`config.mk`:
```
export PLATFORM = sky130hd
export DESIGN_NAME = z0_core_flat
export DESIGN_NICKNAME = d
export VERILOG_FILES = /design/src/rtl/z0_pkg.sv /design/src/rtl/z0_if.sv /design/src/rtl/z0_regfile.sv /design/src/rtl/z0_core.sv /design/src/flat_wrapper.sv
export SDC_FILE = /design/constraint.sdc
export NUM_CORES = 1
export LEC_CHECK = 0
export BUFFER_PORTS_ARGS = -buffer_cell sky130_fd_sc_hd__buf_2
export CAP_MARGIN = 40
export CORE_ASPECT_RATIO = 1.25
export CORE_MARGIN = 2
export CORE_UTILIZATION = 55
export DETAILED_ROUTE_END_ITERATION = 7
export PLACE_DENSITY = 0.75
export SLEW_MARGIN = 20
export SYNTH_ARGS = -nofsm -noshare
export SYNTH_HDL_FRONTEND = slang
export SYNTH_SLANG_ARGS = --single-unit
```
`constraint.sdc`:
```
create_clock -name clk -period 5 [get_ports clk]
set_input_delay 1 -clock clk [delete_from_list [all_inputs] [get_ports clk]]
set_output_delay 1 -clock clk [all_outputs]
set_load 0.01 [all_outputs]
```
`src/rtl/z0_pkg.sv`:
```
// Shared definitions for the z0 multicycle core: opcodes, FSM states and
// instruction field positions.
package z0_pkg;

  localparam logic [3:0] OP_NOP   = 4'h0;
  localparam logic [3:0] OP_MOV   = 4'h1;
  localparam logic [3:0] OP_LDI   = 4'h2;
  localparam logic [3:0] OP_LOAD  = 4'h3;
  localparam logic [3:0] OP_STORE = 4'h4;
  localparam logic [3:0] OP_ADD   = 4'h5;
  localparam logic [3:0] OP_SUB   = 4'h6;
  localparam logic [3:0] OP_JZ    = 4'h7;
  localparam logic [3:0] OP_HALT  = 4'hF;

  typedef enum logic [1:0] {
    ST_FETCH = 2'd0,
    ST_EXEC  = 2'd1,
    ST_MEM   = 2'd2,
    ST_HALT  = 2'd3
  } state_t;

  localparam int OP_MSB  = 15;
  localparam int OP_LSB  = 12;
  localparam int RD_MSB  = 11;
  localparam int RD_LSB  = 8;
  localparam int RS_MSB  = 7;
  localparam int RS_LSB  = 4;
  localparam int IMM_MSB = 7;
  localparam int IMM_LSB = 0;

endpackage

```
`src/rtl/z0_if.sv`:
```
// Shared memory port of the z0 core: one request/acknowledge channel used for
// both instruction fetches and data accesses.
interface z0_mem_if #(
  parameter int DATA_W = 16,
  parameter int ADDR_W = 16
);
  logic              req;
  logic              we;
  logic [ADDR_W-1:0] addr;
  logic [DATA_W-1:0] wdata;
  logic [DATA_W-1:0] rdata;
  logic              ack;

  modport master (output req, we, addr, wdata, input rdata, ack);
  modport slave  (input req, we, addr, wdata, output rdata, ack);
endinterface

```
`src/rtl/z0_regfile.sv`:
```
// General-purpose register file: two asynchronous read ports, one
// synchronous write port, cleared by the asynchronous reset.
module z0_regfile #(
  parameter int DATA_W = 16,
  parameter int NREGS  = 4
) (
  input  logic                     clk,
  input  logic                     rst_n,
  input  logic                     we,
  input  logic [$clog2(NREGS)-1:0] waddr,
  input  logic [DATA_W-1:0]        wdata,
  input  logic [$clog2(NREGS)-1:0] raddr_a,
  input  logic [$clog2(NREGS)-1:0] raddr_b,
  output logic [DATA_W-1:0]        rdata_a,
  output logic [DATA_W-1:0]        rdata_b
);

  logic [DATA_W-1:0] regs [NREGS];

  always_ff @(posedge clk or negedge rst_n) begin
    if (!rst_n) begin
      for (int i = 0; i < NREGS; i++) regs[i] <= '0;
    end else if (we) begin
      regs[waddr] <= wdata;
    end
  end

  assign rdata_a = regs[raddr_a];
  assign rdata_b = regs[raddr_b];

endmodule

```
`src/rtl/z0_core.sv`:
```
// z0 multicycle core: fetch/execute/memory sequencer over a shared memory
// port, with an NREGS-entry register file and Z/C status flags.
module z0_core
  import z0_pkg::*;
#(
  parameter int          DATA_W   = 16,
  parameter int          ADDR_W   = 16,
  parameter int          NREGS    = 4,
  parameter int unsigned RESET_PC = 0
) (
  input  logic              clk,
  input  logic              rst_n,
  z0_mem_if.master          mem,
  output logic [ADDR_W-1:0] pc,
  output logic              halted,
  output logic              illegal
);

  localparam int RIDX_W = $clog2(NREGS);

  state_t            state, state_nx;
  logic [15:0]       ir;
  logic              flag_z, flag_c;
  logic [3:0]        op;
  logic [RIDX_W-1:0] rd_idx, rs_idx;
  logic [DATA_W-1:0] rd_val, rs_val;
  logic [DATA_W:0]   sum, diff;
  logic [ADDR_W-1:0] data_addr;

  logic              rf_we;
  logic [DATA_W-1:0] rf_wdata;
  logic              upd_flags, new_z, new_c;
  logic              take_jump, set_illegal;

  assign op     = ir[OP_MSB:OP_LSB];
  assign rd_idx = RIDX_W'(ir[RD_MSB:RD_LSB]);
  assign rs_idx = RIDX_W'(ir[RS_MSB:RS_LSB]);

  z0_regfile #(.DATA_W(DATA_W), .NREGS(NREGS)) u_rf (
    .clk     (clk),
    .rst_n   (rst_n),
    .we      (rf_we),
    .waddr   (rd_idx),
    .wdata   (rf_wdata),
    .raddr_a (rd_idx),
    .raddr_b (rs_idx),
    .rdata_a (rd_val),
    .rdata_b (rs_val)
  );

  // Extra top bit carries the ADD carry-out and the SUB borrow.
  assign sum  = {1'b0, rd_val} + {1'b0, rs_val};
  assign diff = {1'b0, rd_val} - {1'b0, rs_val};

  assign data_addr = (op == OP_STORE) ? ADDR_W'(rd_val) : ADDR_W'(rs_val);

  always_ff @(posedge clk or negedge rst_n) begin
    if (!rst_n) state <= ST_FETCH;
    else        state <= state_nx;
  end

  always_comb begin
    state_nx    = state;
    rf_we       = 1'b0;
    rf_wdata    = rs_val;
    upd_flags   = 1'b0;
    new_z       = 1'b0;
    new_c       = 1'b0;
    take_jump   = 1'b0;
    set_illegal = 1'b0;
    case (state)
      ST_FETCH: if (mem.ack) state_nx = ST_EXEC;
      ST_EXEC: begin
        state_nx = ST_FETCH;
        case (op)
          OP_NOP: ;
          OP_MOV: rf_we = 1'b1;
          OP_LDI: begin
            rf_we    = 1'b1;
            rf_wdata = DATA_W'(ir[IMM_MSB:IMM_LSB]);
          end
          OP_LOAD, OP_STORE: state_nx = ST_MEM;
          OP_ADD: begin
            rf_we     = 1'b1;
            rf_wdata  = sum[DATA_W-1:0];
            upd_flags = 1'b1;
            new_z     = (sum[DATA_W-1:0] == '0);
            new_c     = sum[DATA_W];
          end
          OP_SUB: begin
            rf_we     = 1'b1;
            rf_wdata  = diff[DATA_W-1:0];
            upd_flags = 1'b1;
            new_z     = (diff[DATA_W-1:0] == '0);
            new_c     = diff[DATA_W];
          end
          OP_JZ:   take_jump = flag_z;
          OP_HALT: state_nx = ST_HALT;
          default: begin
            set_illegal = 1'b1;
            state_nx    = ST_HALT;
          end
        endcase
      end
      ST_MEM: begin
        if (mem.ack) begin
          state_nx = ST_FETCH;
          if (op == OP_LOAD) begin
            rf_we    = 1'b1;
            rf_wdata = mem.rdata;
          end
        end
      end
      ST_HALT: state_nx = ST_HALT;
      default: state_nx = ST_FETCH;
    endcase
  end

  always_ff @(posedge clk or negedge rst_n) begin
    if (!rst_n) begin
      pc      <= ADDR_W'(RESET_PC);
      ir      <= '0;
      flag_z  <= 1'b0;
      flag_c  <= 1'b0;
      illegal <= 1'b0;
    end else begin
      if (state == ST_FETCH && mem.ack) begin
        ir <= mem.rdata[15:0];
        pc <= pc + ADDR_W'(1);
      end
      if (take_jump) pc <= ADDR_W'(ir[IMM_MSB:IMM_LSB]);
      if (upd_flags) begin
        flag_z <= new_z;
        flag_c <= new_c;
      end
      if (set_illegal) illegal <= 1'b1;
    end
  end

  // Request is gated by reset so an in-flight access is dropped immediately.
  assign mem.req   = rst_n && (state == ST_FETCH || state == ST_MEM);
  assign mem.we    = (state == ST_MEM) && (op == OP_STORE);
  assign mem.addr  = (state == ST_MEM) ? data_addr : pc;
  assign mem.wdata = (state == ST_MEM && op == OP_STORE) ? rs_val : '0;
  assign halted    = (state == ST_HALT);

endmodule
```
`src/flat_wrapper.sv`:
```
// flat-port wrapper written by rule: the top's interface ports become plain ports
module z0_core_flat import z0_pkg::*;
#(
  parameter int          DATA_W   = 16,
  parameter int          ADDR_W   = 16,
  parameter int          NREGS    = 4,
  parameter int unsigned RESET_PC = 0
)
  (clk, rst_n, pc, halted, illegal, mem_req, mem_we, mem_addr, mem_wdata, mem_rdata, mem_ack);
  z0_mem_if #(.DATA_W(DATA_W), .ADDR_W(ADDR_W)) mem_i ();
  input  logic clk;
  input  logic rst_n;
  output logic [ADDR_W-1:0] pc;
  output logic halted;
  output logic illegal;
  output wire logic [$bits(mem_i.req)-1:0] mem_req;
  output wire logic [$bits(mem_i.we)-1:0] mem_we;
  output wire logic [$bits(mem_i.addr)-1:0] mem_addr;
  output wire logic [$bits(mem_i.wdata)-1:0] mem_wdata;
  input wire logic [$bits(mem_i.rdata)-1:0] mem_rdata;
  input wire logic [$bits(mem_i.ack)-1:0] mem_ack;
  assign mem_req = mem_i.req;
  assign mem_we = mem_i.we;
  assign mem_addr = mem_i.addr;
  assign mem_wdata = mem_i.wdata;
  assign mem_i.rdata = mem_rdata;
  assign mem_i.ack = mem_ack;
  z0_core #(.DATA_W(DATA_W), .ADDR_W(ADDR_W), .NREGS(NREGS), .RESET_PC(RESET_PC)) u_core (.clk(clk), .rst_n(rst_n), .mem(mem_i), .pc(pc), .halted(halted), .illegal(illegal));
endmodule
```
# Word-level counts from Yosys, hierarchy flattened
# Index checks and enable logic that the tools add are counted.
# W data, S select, Z words.
dict set report word_totals {
  regBits 100
  inputBits 19
  output_inout_bits 52
  elab_cells 80
}
dict set report classes {
  n_addsub 3
  magnitude_cmp 3
  n_eq_ne 13
  n_mux 34
  n_bitwise 2
  reduce_logical 16
}
# op n
set op_table {}
lappend op_table {{$mux W16} 12}
lappend op_table {{$bmux W16 S2} 2}
lappend op_table {{$bwmux W64} 1}
lappend op_table {{$pmux W16 S3} 1}
lappend op_table {{$demux W16 S2} 1}
lappend op_table {{$logic_not A16 Y1} 2}
lappend op_table {{$pmux W16 S2} 1}
lappend op_table {{$add A16 B1 Y16 const B} 1}
lappend op_table {{$add A16 B16 Y16} 1}
lappend op_table {{$eq A4 B3 Y1 const B} 4}
lappend op_table {{$sub A16 B16 Y16} 1}
lappend op_table {{$mux W1} 10}
lappend op_table {{$reduce_or A9 Y1} 1}
lappend op_table {{$eq A4 B2 Y1 const B} 2}
lappend op_table {{$pmux W2 S4} 1}
lappend op_table {{$ge A3 B3 Y1 const B} 2}
lappend op_table {{$not A2 Y3} 2}
lappend op_table {{$reduce_or A6 Y1} 1}
lappend op_table {{$eq A2 B2 Y1 const B} 2}
lappend op_table {{$eq A4 B1 Y1 const B} 1}
lappend op_table {{$eq A4 B4 Y1 const B} 1}
lappend op_table {{$logic_and A1 B1 Y1} 4}
lappend op_table {{$logic_not A4 Y1} 1}
lappend op_table {{$mux W2} 2}
lappend op_table {{other kinds (11)} 14}

# Longest topological paths before layout
# Gate-level depths: netlist (run 1).
dict set report depth {
  ltp_word 8
  ltp_mapped 16
  depth_no_buf 13
}

# Hierarchy
# Synthesis (run 1) repeated with hierarchy kept, for this count alone.
dict set report hier_totals {
  cells_unflattened 781
  area_unflattened_um2 7709.9
}
# module n_inst cells_each area_each_um2 seq_area_each_um2
set modules_own_cells {}
lappend modules_own_cells {z0_core 1 605 4535.6 850.8}
lappend modules_own_cells {z0_regfile 1 176 3174.3 1601.5}

# Worst setup path after synthesis (run 1)
# Ideal clock, no wire load.
dict set report synth_path {
  kind {register to register}
  startpoint {reg u_core.ir[8]}
  endpoint {reg u_core.u_rf.regs[14] in the netlist's numbering}
  setup_ns 0.128
  t_arrival_ns 3.828
  required_ns 4.872
  slack_ns 1.045
  path_stages_with_launch 15
  path_buffers 1
  synth_period_minus_slack_ns 3.955
  cell_sequence {dfrtp_1 -> buf_1 -> mux4_2 -> inv_1 -> ha_1 -> inv_1 -> fa_1 -> a21o_1 -> a221o_1 -> a31oi_4 -> a21oi_2 -> xnor2_2 -> a221oi_2 -> a211oi_2 -> mux2_1}
}
dict set report synth_via {
  elab_chain_len 8
  elab_cells_between_ends 14
  classes_between {add/sub (2); order compare (2); mux (8); bitwise (1); reduce/logical (1)}
}
# element line
set synth_lines {}
lappend synth_lines {{start: declaration} z0_core.sv:22} ;# logic [15:0] ir;
lappend synth_lines {{start signal: assignment} z0_core.sv:128} ;# ir <= mem.rdata[15:0];
lappend synth_lines {{$not A2 Y3 (implied by the code) (*)} {z0_regfile.sv:24, z0_regfile.sv:28}}
lappend synth_lines {{$bmux W16 S2} z0_regfile.sv:28} ;# assign rdata_a = regs[raddr_a];
lappend synth_lines {{$mux W16 (implied by the code) (2 in series)} z0_regfile.sv:28}
lappend synth_lines {{$sub A16 B16 Y16 or $add A16 B16 Y16 (tied branches)} {z0_core.sv:53, z0_core.sv:52}}
lappend synth_lines {{$pmux W16 S3} z0_core.sv:75} ;# case (op)
lappend synth_lines {{$pmux W16 S2} z0_core.sv:71} ;# case (state)
lappend synth_lines {{$bwmux W64 (*)} z0_regfile.sv:24} ;# regs[waddr] <= wdata;
lappend synth_lines {{end signal: indexed assignment} z0_regfile.sv:24}
lappend synth_lines {{end: declaration} z0_regfile.sv:18} ;# logic [DATA_W-1:0] regs [NREGS];
# Every way passes the cells marked *; elsewhere a longest branch is shown, timed or not. The select of a mux whose other input is x is not followed.
# A chain may end at the register's enable or synchronous reset.

# Worst setup path in the final report (run 1)
dict set report layout_path {
  startpoint {reg u_core.ir[4]}
  endpoint {reg u_core.u_rf.regs[11] in the netlist's numbering}
}
dict set report layout_via {
  elab_chain_len 8
  elab_cells_between_ends 11
  classes_between {add/sub (2); mux (8); bitwise (1)}
}
# element line
set layout_lines {}
lappend layout_lines {{$not A2 Y3 (implied by the code) (*)} z0_regfile.sv:29} ;# assign rdata_b = regs[raddr_b];
lappend layout_lines {{$bmux W16 S2 (*)} z0_regfile.sv:29}
lappend layout_lines {{$mux W16 (implied by the code) (*) (2 in series)} z0_regfile.sv:29}
lappend layout_lines {{$sub A16 B16 Y16, or another cell as far along} z0_core.sv:53} ;# assign diff = {1'b0, rd_val} - {1'b0, rs_val};
lappend layout_lines {{$pmux W16 S3 or $mux W16 (tied branches)} {z0_core.sv:75, z0_core.sv:106}}
lappend layout_lines {{$pmux W16 S2 (*)} z0_core.sv:71}
lappend layout_lines {{$bwmux W64 (*)} z0_regfile.sv:24}
# Marks and branches as above.

==> reports/metrics.csv, run 1 <==
metric,value,unit
ys_seq_area_share,30.8,%
cts_tree,done,
ir_worst_vdd,0.397,mV
synth-edff-count,0,
core_area,0.0143,sq mm
path_clk_slew,0.07,ns
ys_ff_latch,98,
grt_remaining_overflow,0,
worstSetupStartpointType,flop,
drv_cap,0,
synth_top_flop_cell,dfrtp_1,
crit_fanout,13,
dp_hpwl,18500,microns
totalWireLength,24400,microns
cts-resized-gates,0,
synth_top_cell_by_area,dfrtp_1,
outcome,finished clean,
antenna_found_initial,0,
min_path_cells,1,
drtIter0Drc,750,
synth.distinct_cells,82,
synthTopCellsByCount,"dfrtp_1 (98), nor2_1 (89), a21oi_1 (66)",
ctsHoldBuffers,0,
leakage,3.99,nW
holdWs,0.478,ns
layout_setup_ws,0.658,ns
grt_max_degree,59,
clock_latency,0.36,ns
yosys_warnings,0,
synth_top_family_by_area,multiplexers,
dieArea,0.0154,sq mm
min_path_type,flop to flop,
portBuffers,70,
num-fill-cells,1222,
tightest_slew,0.826,ns
drtPass1Iterations,5,
netlist_instances,845,
layout-drive-gt1-share,25.8,%
arrival,4.58,ns
r2r_cells,12,
wl_met1,10000,microns
slew_headroom,44.9,%
row_count,49,
final_area,0.00885,sq mm
slew_violations,0,
die_height,138,microns
cts_buffer_depth,2,
synth.most_common_cell,dfrtp_1,
preCtsSetupSlack,0.718,ns
setup_viol,0,
worstSetupPathType,flop to flop,
synthToLayoutAreaGrowth,11.3,%
wl_per_cell,22.5,microns
postSynth.asyncResetShare,100,%
syn_nets,902,
synthTopCellsByArea,"dfrtp_1 (31%), mux2_2 (8.9%), mux4_2 (8.2%)",
yosys.area.top_type_share,30.8,%
nets,956,
highest_layer,met4,
synth_compound_area_share,18.2,%
root_buffer,clkbuf_16,
rsz0062_at_grt,no,
grt_pass1_vias,6942,
fin_crit,4.34,ns
diodes,0,
cts_setup_buffers,0,
place.gp.congestion,0.958,
cts_buffers,9,
num_vias,7076,
cp-end-kind,flop,
drc_errors,0,
avgSynthCellArea,9.41,sq um
synth-simple-area-share,14.7,%
hold_violations,0,
crit_required,5.24,ns
synth_xor_area_share,4.04,%
synthMuxAreaShare,21.1,%
wl_met3,1680,microns
skew,0.00873,ns
die_w,112,microns
p_per_area,739,mW/mm^2
grt_use_total,31.7,%
start_util,55.7,%
synth_fa_ha_area_share,6.17,%
via_per_inst,6.55,
synth_area,0.00795,sq mm
grt_pass1_wl,38500,microns
dpl-instance-area,0.00850,sq mm
cts.htree.levels,3,
min_period_over_period,86.8,%
tns,0,ns
antenna_left,0,
max_freq,230,MHz
met2_length,11600,microns
cts_num_sinks,98,
io_pins,71,
-- final cells by class --
cell class	instances	area, sq um	share of cell area (%)
tap	178	223	2.52
sequential	98	2450	27.7
timing repair buffer	94	558	6.30
inverter	39	146	1.65
clock buffer	9	225	2.54
clock inverter	6	116	1.31
multi-input combinational	657	5130	58.0
-- report_power, final --
group / total, mW / internal [mW] / switching, mW
clock: 0.801 / 0.489 / 0.312
combinational: 4.37 / 1.76 / 2.61
sequential: 1.37 / 1.03 / 0.336
-- through the flow --
step,util (%),std cells,power (mW)
after global routing,62.0,1081,6.95
final,62.0,1081,6.54
after detailed placement,59.5,1065,5.62
after global placement,59.2,1062,5.60
after CTS,61.9,1080,6.45
after floorplan,-,845,4.47
-- routing by layer --
metal / up-vias / track usage (%)
met2: 326 / 51.4
met5: - / 0
met3: 56 / 3.51
li1: 3224 / -
met1: 3470 / 43.2
met4: 0 / 14.2
-- logic make-up after synthesis --
group                      after synthesis
AOI/OAI and AO/OA                      216
xor gates and xnor gates                35
adders and majority gates               38
buffers and inverters                   90
DFF                                     98
muxes                                  122
and+or+nand+nor                        246
-- state kept, by name, summed over array words and instances, names as in the netlist --
register and cells:
u_core.flag_z 1, u_core.illegal 1, u_core.ir 14, u_core.pc 16
u_core.state 2, u_core.u_rf.regs 64
-- layout by cell type (no fill, tap or decap), types with 29 or more instances in the layout --
cell type and instances:
dfrtp_1 98, nor2_1 89, buf_2 70, a21oi_1 66, mux2_2 63, nand2_1 56, o21ai_0 41, inv_1 39
ha_1 36, mux4_2 29
-- critical path, cell delays in order, from the launching register on --
cell and delay (ns):
dfrtp_1 0.70, buf_4 0.37, mux4_2 0.60, inv_1 0.11
ha_1 0.40, inv_1 0.24, nor3_2 0.29, nand4_1 0.25
o211ai_1 0.45, o221a_1 0.28, o21a_1 0.14, o21ai_2 0.10
mux2_1 0.29
-- final timing paths --
kind	startpoint	end	slack (ns)
worst max-delay path	u_core.ir[4]	u_core.u_rf.regs[11]	0.66
min in group asynchronous	rst_n	u_core.pc[2]	0.56
worst max register to register	u_core.ir[4]	u_core.u_rf.regs[11]	0.66
worst min register to register	u_core.illegal	u_core.illegal	0.48
worst min-delay path	u_core.illegal	u_core.illegal	0.48
max in group asynchronous	rst_n	u_core.u_rf.regs[47]	3.53
Note: power is estimated with default switching activity, not from simulation.
==> inputs of run 2 (changes only) <==
==> constraint.sdc (replaced) <==
create_clock -name clk -period 5 [get_ports clk]
set_input_delay 1 -clock clk [delete_from_list [all_inputs] [get_ports clk]]
set_output_delay 1 -clock clk [all_outputs]
set_load 0.1 [all_outputs]
==> run 2 against run 1 <==
Effect of this change:
- utilization decreased by 0.63 points
- global-route usage shrank 0.11 points
- fmax increased by 0.99%
- final area fell by 1.0%
- worst hold slack improved by 0.0092 ns
- worst setup slack better by 0.043 ns
- sequential share of layout area rose by 0.28 points
- sequential cell count unchanged
- critical path depth rose by 1
- final cell count decreased by 0.28%
- clock skew grew 0.0021 ns
==> reports/metrics.csv, run 2 (same netlist as run 1, synthesis figures left out) <==
metric,value,unit
outcome,finished clean,
ctsHoldBuffers,0,
rsz0062_at_grt,no,
antenna_left,0,
cts_num_sinks,98,
tightest_slew,0.870,ns
dp_cells,1061,
via_per_inst,6.61,
dp_hpwl,18800,microns
setup_viol,0,
grt_pass1_wl,38300,microns
cp_num_cells,13,
path_clk_slew,0.08,ns
fin_crit,4.30,ns
regMostFlops,u_core.u_rf.regs,
crit_top_cell,inv_1,
postLayoutCoreUtil,61.3,%
layout.area.seq,0.00245,sq mm
diodes,0,
clock_latency,0.35,ns
tns,0,ns
cts_buffer_depth,2,
portBuffers,70,
largest_register_ffs,64,
dieArea,0.0154,sq mm
cp-end-kind,flop,
min_path_cells,1,
die_height,138,microns
r2r_cells,13,
nets,952,
cts-resized-gates,0,
crit_fanout,11,
final_area,0.00876,sq mm
mostFrequentLayoutCell,dfrtp_1,
min_path_type,flop to flop,
multi_input_area,0.00513,sq mm
max_freq,233,MHz
drc_errors,0,
cp_cell_sequence,mux4_2 > inv_1 > ha_1 > inv_1 > fa_1 > a21o_1 > a221o_1 > a31oi_4 > o21ai_0 > xnor2_1 > nand2_1 > a31oi_1 > mux2_2,
grt_pass1_vias,6778,
num-fill-cells,1229,
worstSetupStartpointType,flop,
slew_headroom,42.0,%
cts_setup_buffers,0,
crit_family,compound AO/OA/AOI/OAI gates,
largestRegisters,"u_core.u_rf.regs (64), u_core.pc (16), u_core.ir (14)",
arrival,4.59,ns
fin_cells,1078,
grt_use_total,31.6,%
synthToLayoutAreaGrowth,10.2,%
io_pins,71,
min_period_over_period,86.0,%
drtIter0Drc,666,
layout-drive-gt1-share,25.4,%
skew,0.0108,ns
grt_remaining_overflow,0,
rrSetupSlack,0.70,ns
drtPass1Iterations,6,
slowest_delay,0.71,ns
totalWireLength,24500,microns
hold_violations,0,
cts_tree,done,
worstSetupPathType,flop to flop,
dpl-instance-area,0.00846,sq mm
root_buffer,clkbuf_16,
critPathBufInv,2,
antenna_found_initial,0,
cts_buffers,9,
num_vias,7129,
die_w,112,microns
mostFrequentLayoutCells,"dfrtp_1 (98), nor2_1 (89), buf_2 (69)",
drv_cap,0,
wl_per_cell,22.7,microns
row_count,49,
core_area,0.0143,sq mm
place.gp.congestion,1.04,
cts.htree.levels,3,
start_util,55.7,%
slowest_stage,dfrtp_1,
slew_violations,0,
crit_required,5.29,ns
grt_max_degree,58,
## run 2: routing by layer
layer  global-route usage [%]  up-vias  part of all wire (%)
met3                     4.43       63                   7.8
met1                     43.2     3480                    40
met5                        0        -                     0
li1                         -     3218                     -
met2                     51.4      368                    48
met4                     12.1        0                   3.9
## run 2: layout make-up
type                    count  share of cell area [%]
multi-input cells         657                    58.6
flip-flops and latches     98                    28.0
repair buffers             90                    5.93
clock buffers              10                    2.61
well taps                 178                    2.54
inverters                  39                    1.67
clock inverters             6                   0.700
## run 2: path summary, 6_finish.rpt
path | from | endpoint
max in group asynchronous | rst_n | u_core.u_rf.regs[27]
min reg2reg | u_core.illegal | u_core.illegal
max | u_core.ir[8] | u_core.u_rf.regs[12]
min | u_core.illegal | u_core.illegal
max reg2reg | u_core.ir[8] | u_core.u_rf.regs[12]
min in group asynchronous | rst_n | u_core.pc[3]
## run 2: through the flow
step | setup slack [ns] | hold slack (ns)
after detailed placement | 0.777 | 0.458
after CTS | 0.741 | 0.488
after global placement | 0.780 | 0.449
final | 0.700 | 0.487
after floorplan | 1.04 | 0.461
after global routing | 0.439 | 0.517
Power of run 2 is not shown: default switching activity piles up to over one toggle a cycle in this logic, so the estimate is an artifact.
==> inputs of run 3 (changes only) <==
--- a/config.mk
+++ b/config.mk
@@ -10,6 +10,7 @@
 export CORE_ASPECT_RATIO = 1.25
 export CORE_MARGIN = 2
 export CORE_UTILIZATION = 55
+export CTS_BUF_LIST = sky130_fd_sc_hd__clkbuf_16
 export DETAILED_ROUTE_END_ITERATION = 7
 export PLACE_DENSITY = 0.75
 export SLEW_MARGIN = 20
==> run 3 against run 2 <==
Effect of this change:
- via count shrank 0.20%
- register-to-register slack about the same
- final cell count did not move
- global-route usage unchanged
- worst setup slack improved by 0.010 ns
- final area is the same
- first-iteration DRC count grew 0.45%
- utilization stayed put
- sequential share of layout area is the same
- worst hold slack barely moved
- sequential cell count did not move
- non-clock buffer count unchanged
- critical path type unchanged
- critical endpoint unchanged
- highest routed layer unchanged
==> reports/metrics.csv, run 3 (same netlist as run 1, synthesis figures left out) <==
metric,value,unit
slew_headroom,42.2,%
met2_length,11900,microns
fin_cells,1078,
cts.htree.levels,3,
crit_required,5.29,ns
grt_use_total,31.6,%
skew,0.0110,ns
start_util,55.7,%
antenna_found_initial,0,
cts-resized-gates,0,
cts_buffer_depth,2,
largest_register_ffs,64,
cts_num_sinks,98,
min_period_over_period,85.8,%
layout-drive-gt1-share,25.4,%
worstSetupStartpointType,flop,
drtPass1Iterations,5,
cts_buffers,9,
drc_errors,0,
mostFrequentLayoutCell,dfrtp_1,
final_area,0.00876,sq mm
tns,0,ns
min_path_cells,1,
dpl-instance-area,0.00846,sq mm
nets,952,
crit_fanout,11,
clock_latency,0.35,ns
dp_cells,1061,
grt_pass1_wl,38300,microns
drv_cap,0,
dieArea,0.0154,sq mm
rsz0062_at_grt,no,
die_height,138,microns
drtIter0Drc,669,
dp_hpwl,18800,microns
cts_tree,done,
setup_viol,0,
whs_endpoint,u_core.illegal,
largestRegisters,"u_core.u_rf.regs (64), u_core.pc (16), u_core.ir (14)",
r2r_cells,13,
fin_crit,4.29,ns
ctsHoldBuffers,0,
grt_max_degree,58,
io_pins,71,
max_freq,233,MHz
min-delay-start,u_core.illegal,
grt_remaining_overflow,0,
root_buffer,clkbuf_16,
mostFrequentLayoutCells,"dfrtp_1 (98), nor2_1 (89), buf_2 (69)",
highest_layer,met4,
wl_met3,1890,microns
place.gp.congestion,1.04,
grt_pass1_vias,6778,
hold_violations,0,
tightest_slew,0.867,ns
cts_setup_buffers,0,
num-fill-cells,1229,
rrSetupSlack,0.71,ns
synthToLayoutAreaGrowth,10.2,%
holdWs,0.487,ns
die_w,112,microns
antenna_left,0,
row_count,49,
wl_met1,9880,microns
worstSetupPathType,flop to flop,
core_area,0.0143,sq mm
r2r-start,u_core.ir[8],
via_per_inst,6.60,
cp-end-kind,flop,
wl_per_cell,22.8,microns
arrival,4.58,ns
rr_endpoint,u_core.u_rf.regs[12],
min_path_type,flop to flop,
num_vias,7115,
regMostFlops,u_core.u_rf.regs,
totalWireLength,24500,microns
portBuffers,70,
slew_violations,0,
diodes,0,
outcome,finished clean,
path_clk_slew,0.08,ns
-- run 3: changes by cell type in the layout (fill, tap and decap cells not counted) --
cell      delta
clkbuf_1     -1
inv_1        +1
-- run 3: critical path: stages, from the launching register on --
cell     delay (ns)
dfrtp_1        0.71
mux4_2         0.62
inv_1          0.12
ha_1           0.16
inv_1          0.05
fa_1           0.40
a21o_1         0.23
a221o_1        0.44
a31oi_4        0.34
o21ai_0        0.15
xnor2_1        0.22
nand2_1        0.11
a31oi_1        0.42
mux2_2         0.25
-- run 3: how the worst max path moves through the flow --
stage / from / to / slack, ns / cells after the start
floorplan: u_core.ir[15] / mem_addr[11] / 1.04 / 6
global placement: u_core.ir[8] / u_core.u_rf.regs[29] / 0.78 / 11
detailed placement: u_core.ir[8] / u_core.u_rf.regs[29] / 0.78 / 11
CTS: u_core.ir[9] / u_core.u_rf.regs[12] / 0.74 / 13
global route: u_core.ir[8] / u_core.u_rf.regs[47] / 0.44 / 11
finish: u_core.ir[8] / u_core.u_rf.regs[12] / 0.71 / 13
-- run 3: layer usage --
layer | vias up | GRT usage, %
li1 | 3219 | -
met1 | 3477 | 43.2
met2 | 359 | 51.4
met3 | 60 | 4.43
met4 | 0 | 12.1
met5 | - | 0
-- run 3: area by class of cell --
class	instances	area (sq um)	area share, %
Multi-Input combinational cell	657	5130	58.6
Sequential cell	98	2450	28.0
Timing Repair Buffer	90	519	5.93
Clock buffer	9	225	2.57
Tap cell	178	223	2.54
Inverter	39	146	1.67
Clock inverter	7	65.1	0.742
-- run 3: through the flow --
| step | utilization (%) | worst slack, ns |
|---|---|---|
| after floorplan | - | 1.04 |
| after global placement | 59.2 | 0.780 |
| after detailed placement | 59.2 | 0.777 |
| after CTS | 61.3 | 0.741 |
| after global routing | 61.3 | 0.439 |
| final | 61.3 | 0.710 |
Power of run 3 is left out for the same reason.
